**src/rtl/eth_rx_filter.sv**
```systemverilog
// Ethernet RX filter: buffers header beats, forwards only NetTLP (IPv4/UDP, our IP, port window) frames.
// Optional macro ETH_RX_FILTER_STATS_EN adds pass_cnt/drop_cnt frame counters.
module eth_rx_filter #(
    parameter logic [31:0] LOCAL_IP      = 32'hC0A8_0A01,
    parameter logic [15:0] UDP_PORT_BASE = 16'h3000,
    parameter logic [15:0] UDP_PORT_MASK = 16'hF000,
    parameter int unsigned FIFO_DEPTH    = 16
) (
    input  logic        eth_clk,
    input  logic        eth_rst,
    input  logic        eth_rx_tvalid,
    input  logic        eth_rx_tlast,
    input  logic [7:0]  eth_rx_tkeep,
    input  logic [63:0] eth_rx_tdata,
    input  logic        eth_rx_tuser,
    output logic        eth_out_tvalid,
    output logic        eth_out_tlast,
    output logic [7:0]  eth_out_tkeep,
    output logic [63:0] eth_out_tdata,
    output logic        eth_out_tuser,
    output logic        overflow
`ifdef ETH_RX_FILTER_STATS_EN
    ,
    output logic [31:0] pass_cnt,
    output logic [31:0] drop_cnt
`endif
);

    localparam int unsigned AW = $clog2(FIFO_DEPTH);
    localparam int unsigned DW = 74;
    localparam logic [AW:0] FULL_CNT = (AW+1)'(FIFO_DEPTH);
    localparam logic [AW:0] CNT_ONE  = (AW+1)'(1);

    typedef enum logic [1:0] {W_SYNC, W_HEAD, W_BODY} wr_state_t;
    typedef enum logic [1:0] {R_WAIT, R_PASS, R_DROP} rd_state_t;

    wr_state_t wr_state, wr_next;
    rd_state_t rd_state, rd_next;

    logic [DW-1:0] mem [FIFO_DEPTH];
    logic [AW-1:0] wr_ptr, rd_ptr;
    logic [AW:0]   d_count;
    logic [3:0]    vmem;
    logic [1:0]    v_wr, v_rd;
    logic [2:0]    v_count;
    logic [2:0]    beat_cnt;
    logic          match;

    logic          wr_req, d_full, d_push, d_lost, d_pop;
    logic [DW-1:0] rd_beat;
    logic          rd_last;
    logic          beat_ok, verdict_ok, v_push, v_bit, v_pop;

    assign d_full  = (d_count == FULL_CNT);
    assign wr_req  = eth_rx_tvalid && (wr_state != W_SYNC);
    assign d_push  = wr_req && !d_full;
    assign d_lost  = wr_req && d_full;
    assign d_pop   = (rd_state != R_WAIT) && (d_count != '0);
    assign rd_beat = mem[rd_ptr];
    assign rd_last = rd_beat[DW-1];

    // Header checks are folded into a running match flag, one beat at a time.
    always_comb begin
        beat_ok = 1'b1;
        case (beat_cnt)
            3'd1: beat_ok = (eth_rx_tdata[47:32] == 16'h0008) && (eth_rx_tdata[55:48] == 8'h45);
            3'd2: beat_ok = (eth_rx_tdata[63:56] == 8'h11);
            3'd3: beat_ok = ({eth_rx_tdata[55:48], eth_rx_tdata[63:56]} == LOCAL_IP[31:16]);
            3'd4: beat_ok = ({eth_rx_tdata[7:0], eth_rx_tdata[15:8]} == LOCAL_IP[15:0]) &&
                            (({eth_rx_tdata[39:32], eth_rx_tdata[47:40]} & UDP_PORT_MASK) == UDP_PORT_BASE);
            default: beat_ok = 1'b1;
        endcase
    end

    assign verdict_ok = ((beat_cnt == 3'd0) ? 1'b1 : match) && beat_ok;
    assign v_push     = d_push && (wr_state == W_HEAD) && ((beat_cnt == 3'd4) || eth_rx_tlast);
    assign v_bit      = (beat_cnt == 3'd4) && verdict_ok;
    assign v_pop      = (rd_state == R_WAIT) && (v_count != 3'd0);

    always_comb begin
        wr_next = wr_state;
        rd_next = rd_state;
        case (wr_state)
            W_SYNC: if (!eth_rx_tvalid || eth_rx_tlast) wr_next = W_HEAD;
            W_HEAD: begin
                if (d_lost)
                    wr_next = W_SYNC;
                else if (d_push && (beat_cnt == 3'd4) && !eth_rx_tlast)
                    wr_next = W_BODY;
            end
            W_BODY: begin
                if (d_lost)
                    wr_next = W_SYNC;
                else if (d_push && eth_rx_tlast)
                    wr_next = W_HEAD;
            end
            default: wr_next = W_SYNC;
        endcase
        case (rd_state)
            R_WAIT:         if (v_pop) rd_next = vmem[v_rd] ? R_PASS : R_DROP;
            R_PASS, R_DROP: if (d_pop && rd_last) rd_next = R_WAIT;
            default:        rd_next = R_WAIT;
        endcase
    end

    always_ff @(posedge eth_clk) begin
        if (eth_rst) begin
            wr_state <= W_SYNC;
            rd_state <= R_WAIT;
        end else begin
            wr_state <= wr_next;
            rd_state <= rd_next;
        end
    end

    always_ff @(posedge eth_clk) begin
        if (d_push) mem[wr_ptr] <= {eth_rx_tlast, eth_rx_tuser, eth_rx_tkeep, eth_rx_tdata};
        if (v_push) vmem[v_wr] <= v_bit;
    end

    always_ff @(posedge eth_clk) begin
        if (eth_rst) begin
            wr_ptr         <= '0;
            rd_ptr         <= '0;
            d_count        <= '0;
            v_wr           <= '0;
            v_rd           <= '0;
            v_count        <= '0;
            beat_cnt       <= '0;
            match          <= 1'b0;
            overflow       <= 1'b0;
            eth_out_tvalid <= 1'b0;
            eth_out_tlast  <= 1'b0;
            eth_out_tuser  <= 1'b0;
            eth_out_tkeep  <= '0;
            eth_out_tdata  <= '0;
        end else begin
            if (d_push) wr_ptr <= wr_ptr + AW'(1);
            if (d_pop)  rd_ptr <= rd_ptr + AW'(1);
            case ({d_push, d_pop})
                2'b10:   d_count <= d_count + CNT_ONE;
                2'b01:   d_count <= d_count - CNT_ONE;
                default: d_count <= d_count;
            endcase
            if (v_push) v_wr <= v_wr + 2'd1;
            if (v_pop)  v_rd <= v_rd + 2'd1;
            case ({v_push, v_pop})
                2'b10:   v_count <= v_count + 3'd1;
                2'b01:   v_count <= v_count - 3'd1;
                default: v_count <= v_count;
            endcase
            if (wr_state != W_HEAD)
                beat_cnt <= '0;
            else if (d_push)
                beat_cnt <= (eth_rx_tlast || (beat_cnt == 3'd4)) ? 3'd0 : beat_cnt + 3'd1;
            if ((wr_state == W_HEAD) && d_push) match <= verdict_ok;
            overflow       <= overflow | d_lost;
            eth_out_tvalid <= (rd_state == R_PASS) && d_pop;
            if ((rd_state == R_PASS) && d_pop) begin
                eth_out_tlast <= rd_beat[73];
                eth_out_tuser <= rd_beat[72];
                eth_out_tkeep <= rd_beat[71:64];
                eth_out_tdata <= rd_beat[63:0];
            end else begin
                eth_out_tlast <= 1'b0;
                eth_out_tuser <= 1'b0;
                eth_out_tkeep <= '0;
                eth_out_tdata <= '0;
            end
        end
    end

`ifdef ETH_RX_FILTER_STATS_EN
    always_ff @(posedge eth_clk) begin
        if (eth_rst) begin
            pass_cnt <= '0;
            drop_cnt <= '0;
        end else if (v_push) begin
            if (v_bit) pass_cnt <= pass_cnt + 32'd1;
            else       drop_cnt <= drop_cnt + 32'd1;
        end
    end
`endif

endmodule

```
**config.mk**
```make
export PLATFORM = sky130hd
export DESIGN_NAME = eth_rx_filter
export DESIGN_NICKNAME = d
export VERILOG_FILES = /design/src/rtl/eth_rx_filter.sv
export SDC_FILE = /design/constraint.sdc
export NUM_CORES = 1
export LEC_CHECK = 0
export CAP_MARGIN = 15
export CELL_PAD_IN_SITES_DETAIL_PLACEMENT = 1
export CELL_PAD_IN_SITES_GLOBAL_PLACEMENT = 2
export CORE_MARGIN = 5
export CORE_UTILIZATION = 45
export DETAILED_ROUTE_END_ITERATION = 10
export MAX_ROUTING_LAYER = met4
export PLACE_DENSITY_LB_ADDON = 0.1
export SETUP_SLACK_MARGIN = 0.3
export SYNTH_ARGS = -nofsm -noshare
export SYNTH_HDL_FRONTEND = slang
export SYNTH_SLANG_ARGS = --single-unit
```
**constraint.sdc**
```tcl
create_clock -name eth_clk -period 9.26 [get_ports eth_clk]
set_input_delay 1.852 -clock eth_clk [delete_from_list [all_inputs] [get_ports eth_clk]]
set_output_delay 1.852 -clock eth_clk [all_outputs]
set_load 0.005 [all_outputs]
```
==> impl_metrics.yaml, run 1 <==
clock_tree:
  cts_max_level: 4
  clock-sinks: 1296
  hold_buffers: 0
  cts_setup_buffers: 0
  cts_buffers: 139
  clk_latency_ns: 0.73
  cts_root_buf: "clkbuf_16"
  clk_path_buf_depth: 3
  clk_pin_slew_ns: 0.05
  cts-resized-gates: 0
  cts_tree: "done"
finish:
  syn2layout_area_growth_pct: 15.7
  seqCellArea_sq_um: 37800
  final_util_pct: 52.5
  multi_input_area_sq_um: 10300
  drive_gt1_share_pct: 25.7
  finish.instance_area_sq_um: 56300
  nets: 2417
  fill_cells: 9235
placed_design:
  io_buffers: 152
  placed_area_sq_um: 51900
  dp_hpwl_mm: 58.2
  gp_congestion: 0.720
synth:
  seq_area_frac_synth_pct: 77.8
  syn_area_sq_um: 48600
  synth_edf_count: 1188
  synth_top_cells_by_count: "1188 x edfxtp_1, 366 x mux4_2, 108 x dfxtp_1"
  syn_inst: 2081
  netlist_top_cells_area: "edfxtp_1 73%, mux4_2 17%, dfxtp_1 4.4%"
  async_flop_share_pct: 0
  synth_warnings: 0
  ys_ff_latch: 1296
  synth_nets: 2179
  synth_cell_types: 47
  synth_top_cell_by_area: "edfxtp_1"
  ys.flop_type: "edfxtp_1"
  syn_avg_cell_area_sq_um: 23.4
  yosys.cell_count.top_type: "edfxtp_1"
  synth_top_area_share_pct: 73.3
critical_path:
  worstPathCellList: "clkdlybuf4s50_1 -> inv_1 -> a211oi_1 -> buf_4 -> nand2_1 -> nor3_2 -> buf_4 -> buf_4"
  startpoint_type: "input pin"
  cpMostUsedCell: "buf_4"
  cpPeakStageDelay_ns: 0.68
  crit_path_end_kind: "register"
  critical_path_class: "input pin to register"
  critical-path-slowest-cell: "buf_4"
  cp_max_fo: 36
  cp.arrival_ns: 4.72
  critPathRequiredTime_ns: 9.61
die:
  initial_core_util_pct: 45.4
  die_w_um: 339
  num_rows: 120
  die_h_um: 339
  io_pins: 153
  core_area_sq_um: 107000
  dieArea_sq_um: 115000
sta:
  worstMarginPinSlew_ns: 1.11
  fin_setup_tns_ns: 0
  slew_headroom_pct: 26.2
  fmax_mhz: 229
  fin_crit_sh_pct: 47.2
  period_minus_slack_ns: 4.37
  hold_violations: 0
  setup_viol: 0
  final_max_slew_viol_count: 0
  rsz0062_at_grt: "false"
  fin_skew_ns: 0.0181
detailed_routing:
  drt_iter0_drc: 1905
  vias_per_cell: 5.70
  dr.pass1.iters: 5
  routed_wl_mm: 111
  drc: 0
  vias: 21905
  ant_nets: 0
  wl_per_cell_um: 29.0
global_route:
  grt_remaining_overflow: 0
  grt.total_usage_pct: 20.1
  antenna_found_initial: 3
  grt_pass1_vias: 23808
  use_met3_pct: 3.59
  grt.busiest_layer: "met2"
  grt_max_degree: 149
  grt_util_met1_pct: 27.3
  grt_pass1_wl_mm: 164
  grt_util_met2_pct: 32.3
pwr:
  p_per_area_nw_per_um2: 227
  p_leak_nw: 17.2
  total_power_w: 0.0128
  peakVddDrop_mv: 0.153
outcome:
  status: "finished, final reports clean"
run:
  maxCapViolCount: 0
hold_path:
  hold_class: "register to register"
==> sequential cells by signal, summed over array words and instances, names as in the netlist, named ones only <==
signal / cells
mem: 1184
eth_out_tdata: 64
eth_out_tkeep: 8
d_count: 5
rd_ptr: 4
vmem: 4
wr_ptr: 4
beat_cnt: 3
v_count: 3
rd_state: 2
v_rd: 2
v_wr: 2
wr_state: 2
eth_out_tlast: 1
eth_out_tuser: 1
eth_out_tvalid: 1
match: 1
overflow: 1
==> through the flow <==
stage	hold slack (ns)	setup WS, ns	instances
2_1_floorplan	0.460	1.16	2081
3_3_place_gp	0.467	4.24	3581
3_5_place_dp	0.467	4.15	3581
4_1_cts	0.497	4.93	3838
5_1_grt	0.565	4.76	3841
6_report	0.488	4.89	3841
==> routing by layer <==
layer	wire, um	vias to the layer above
li1	-	9239
met1	48200	12006
met2	56000	522
met3	5220	138
met4	1940	0
met5	0	-
==> logic make-up (layout without fill, tap and decap cells) <==
kind of cell / Yosys count / in the layout / share of synthesized area [%]
flops: 1296 / 1296 / 77.8
xor+xnor: 15 / 15 / 0.270
fa+ha+maj: 21 / 21 / 0.556
buf+inv: 124 / 478 / 1.32
simple gates: 202 / 202 / 2.29
mux: 379 / 379 / 17.2
other cells: 0 / 3 / 0
compound gates: 44 / 44 / 0.558
==> worst paths after layout <==
| kind | start | end | cells past startpoint | slack, ns |
|---|---|---|---|---|
| setup / recovery | eth_rx_tvalid | mem[2][14]$_DFFE_PP_ | 8 | 4.89 |
| hold / removal | overflow$_SDFF_PP0_ | overflow$_SDFF_PP0_ | 2 | 0.49 |
| setup reg to reg | register | eth_out_tdata[6]$_SDFF_PP0_ | 5 | 5.50 |
| hold reg to reg | overflow$_SDFF_PP0_ | overflow$_SDFF_PP0_ | 2 | 0.49 |
==> where the power goes <==
part           switching [W]  internal [W]  leakage (nW)
Sequential         0.0000433       0.00644          11.6
Combinational       0.000481      0.000559          3.47
Clock                0.00217       0.00310          2.13
Total                0.00270        0.0101          17.2
==> critical path, delay by kind of cell <==
family                 cells  cell delay (ns)
buffers and inverters      5             2.12
and+or+nand+nor            2             0.49
AOI/OAI and AO/OA          1             0.18
==> cell type report <==
type	count	share of cell area, %
Antenna cell	3	0.0133
Clock buffer	194	6.97
Clock inverter	63	0.778
Inverter	22	0.156
Multi-Input combinational cell	661	18.2
Sequential cell	1296	67.2
Tap cell	1403	3.12
Timing Repair Buffer	199	3.46
==> placed cells by master (no fill, tap or decap), types with 19 or more instances in the layout <==
| master | instances |
|---|---|
| clkinv_1 | 29 |
| nor2b_1 | 75 |
| clkinv_2 | 19 |
| ha_1 | 20 |
| clkbuf_16 | 147 |
| clkbuf_1 | 40 |
| inv_1 | 21 |
| nor2_1 | 38 |
| dfxtp_1 | 105 |
| mux4_2 | 366 |
| clkdlybuf4s50_1 | 152 |
| edfxtp_1 | 1188 |
| buf_4 | 41 |
No activity file was read; power rests on OpenSTA's default activity.
==> run 2, diff against run 1 <==
==> constraint.sdc (replaced) <==
create_clock -name eth_clk -period 3.9 [get_ports eth_clk]
set_input_delay 0.78 -clock eth_clk [delete_from_list [all_inputs] [get_ports eth_clk]]
set_output_delay 0.78 -clock eth_clk [all_outputs]
set_load 0.005 [all_outputs]
==> run 2 against run 1 <==
Core utilization is 0.69 points higher. Combinational power is 150% higher. Cell area is 1.3% higher. Power is 140% higher. Setup slack worse by 4.0 ns. Global-route usage is 0.90 points higher. Register-to-register slack worse by 4.7 ns. Sequential share of layout area is 0.87 points lower. Die area stayed put. Worst hold slack better by 0.025 ns. Routed wire length is 4.4% higher. Largest cell class unchanged.
==> impl_metrics.yaml, run 2 (synthesis gave the netlist of run 1 again) <==
clock_tree:
  cts-resized-gates: 0
  clk_latency_ns: 0.73
  cts_max_level: 4
  clk_path_buf_depth: 3
  cts_buffers: 137
  hold_buffers: 0
  cts_root_buf: "clkbuf_16"
  clk_pin_slew_ns: 0.06
  clock-sinks: 1296
  cts_setup_buffers: 0
  cts_tree: "done"
sta:
  timing.hold.ws_ns: 0.512
  period_minus_slack_ns: 3.06
  worstMarginPinSlew_ns: 0.873
  hold_violations: 0
  fin_crit_sh_pct: 78.4
  slew_headroom_pct: 41.0
  fin_setup_tns_ns: 0
  fmax_mhz: 327
  setup_viol: 0
  final_max_slew_viol_count: 0
  fin_skew_ns: 0.0222
  rsz0062_at_grt: "false"
critical_path:
  cpPeakStageDelay_ns: 0.59
  crit_path_end_kind: "register"
  cp_max_fo: 7
  critical-path-slowest-cell: "nor4_2"
  cp.arrival_ns: 3.66
  startpoint_type: "register"
  critical_path_class: "register to register"
  worstPathCellList: "nor4_2 -> a211oi_2 -> inv_1 -> ha_1 -> xor2_1 -> ha_1 -> a21oi_1 -> o22ai_1 -> a222oi_1 -> or3_1 -> a21oi_1"
  critPathRequiredTime_ns: 4.50
  critical-path-top-delay-family: "compound AO/OA/AOI/OAI gates"
  crit_buf_inv: 1
finish:
  final_cell_mix: "1188 x edfxtp_1, 366 x mux4_2, 152 x clkdlybuf4s50_1"
  finalNonFillerCells: 3881
  syn2layout_area_growth_pct: 17.2
  nets: 2461
  largest-register: "mem"
  largestRegisters: "mem x1184, eth_out_tdata x64, eth_out_tkeep x8"
  drive_gt1_share_pct: 27.0
  mostFrequentLayoutCell: "edfxtp_1"
  largest_reg_flops: 1184
  final_util_pct: 53.2
detailed_routing:
  vias: 22198
  vias_per_cell: 5.72
  drt_iter0_drc: 1813
  wl_per_cell_um: 30.0
  ant_nets: 0
  dr.pass1.iters: 6
  drc: 0
  routed_wl_mm: 116
global_route:
  grt_pass1_wl_mm: 171
  grt_remaining_overflow: 0
  grt.total_usage_pct: 21.0
  antenna_found_initial: 6
  grt_max_degree: 65
  grt_pass1_vias: 24364
run:
  maxCapViolCount: 0
die:
  num_rows: 120
  core_area_sq_um: 107000
  dieArea_sq_um: 115000
  die_w_um: 339
  io_pins: 153
  initial_core_util_pct: 45.4
  die_h_um: 339
outcome:
  status: "finished, final reports clean"
placed_design:
  dpl.cell_count: 3627
  dp_hpwl_mm: 61.7
  io_buffers: 152
  gp_congestion: 0.736
hold_path:
  hold_class: "register to register"
pwr:
  peakVddDrop_mv: 0.368
  p_per_area_nw_per_um2: 537
  p_leak_nw: 17.5
  total_power_w: 0.0306
run 2: changes by cell type in the layout (fill, tap and decap cells not counted), sizes merged:
cell,delta
buf,+46
bufinv,+5
clkbuf,+2
clkinv,-12
clkinvlp,-2
diode,+1
run 2: per-layer routing:
layer,vias to the layer above,global-route usage (%),wire [um]
met2,526,33.4,57800
met4,0,4.69,1860
met1,12215,29.2,51800
li1,9315,-,-
met5,-,-,0
met3,142,3.37,4910
run 2: report_power, final:
group	leakage, nW	switching (W)	internal (W)
logic	3.78	0.00116	0.00140
registers	11.6	0.000122	0.0153
clock network	2.12	0.00520	0.00744
run 2: worst paths after layout:
| kind | to | cells past startpoint | slack, ns | start |
|---|---|---|---|---|
| worst min register to register | rd_state[1]$_SDFFE_PP0P_ | 2 | 0.51 | rd_state[1]$_SDFFE_PP0P_ |
| worst min-delay path | rd_state[1]$_SDFFE_PP0P_ | 2 | 0.51 | rd_state[1]$_SDFFE_PP0P_ |
| worst max-delay path | d_count[4]$_SDFFE_PP0P_ | 11 | 0.84 | d_count[0]$_SDFFE_PP0P_ |
| worst max register to register | d_count[4]$_SDFFE_PP0P_ | 11 | 0.84 | d_count[0]$_SDFFE_PP0P_ |
run 2: stage by stage:
| step | cell area [sq um] | setup slack, ns |
|---|---|---|
| floorplan | 48700 | -0.894 |
| global placement | 52700 | 0.0337 |
| detailed placement | 52700 | 0.0398 |
| CTS | 57000 | 0.794 |
| global route | 57000 | 0.561 |
| finish | 57000 | 0.841 |
run 2: final cells by class:
cell class              count  area [sq um]
diodes                      4          10.0
clock buffers             196          3790
clock inverters            54           551
fillers                  9172         50200
inverters                  22          87.6
multi-input cells         661         10300
flip-flops and latches   1296         37800
well taps                1403          1760
repair buffers            245          2670
run 2: worst min-delay path, cell delays in order (launching register included):
cell and delay [ns]:
dfxtp_1 0.29, inv_1 0.08, o21ai_0 0.08
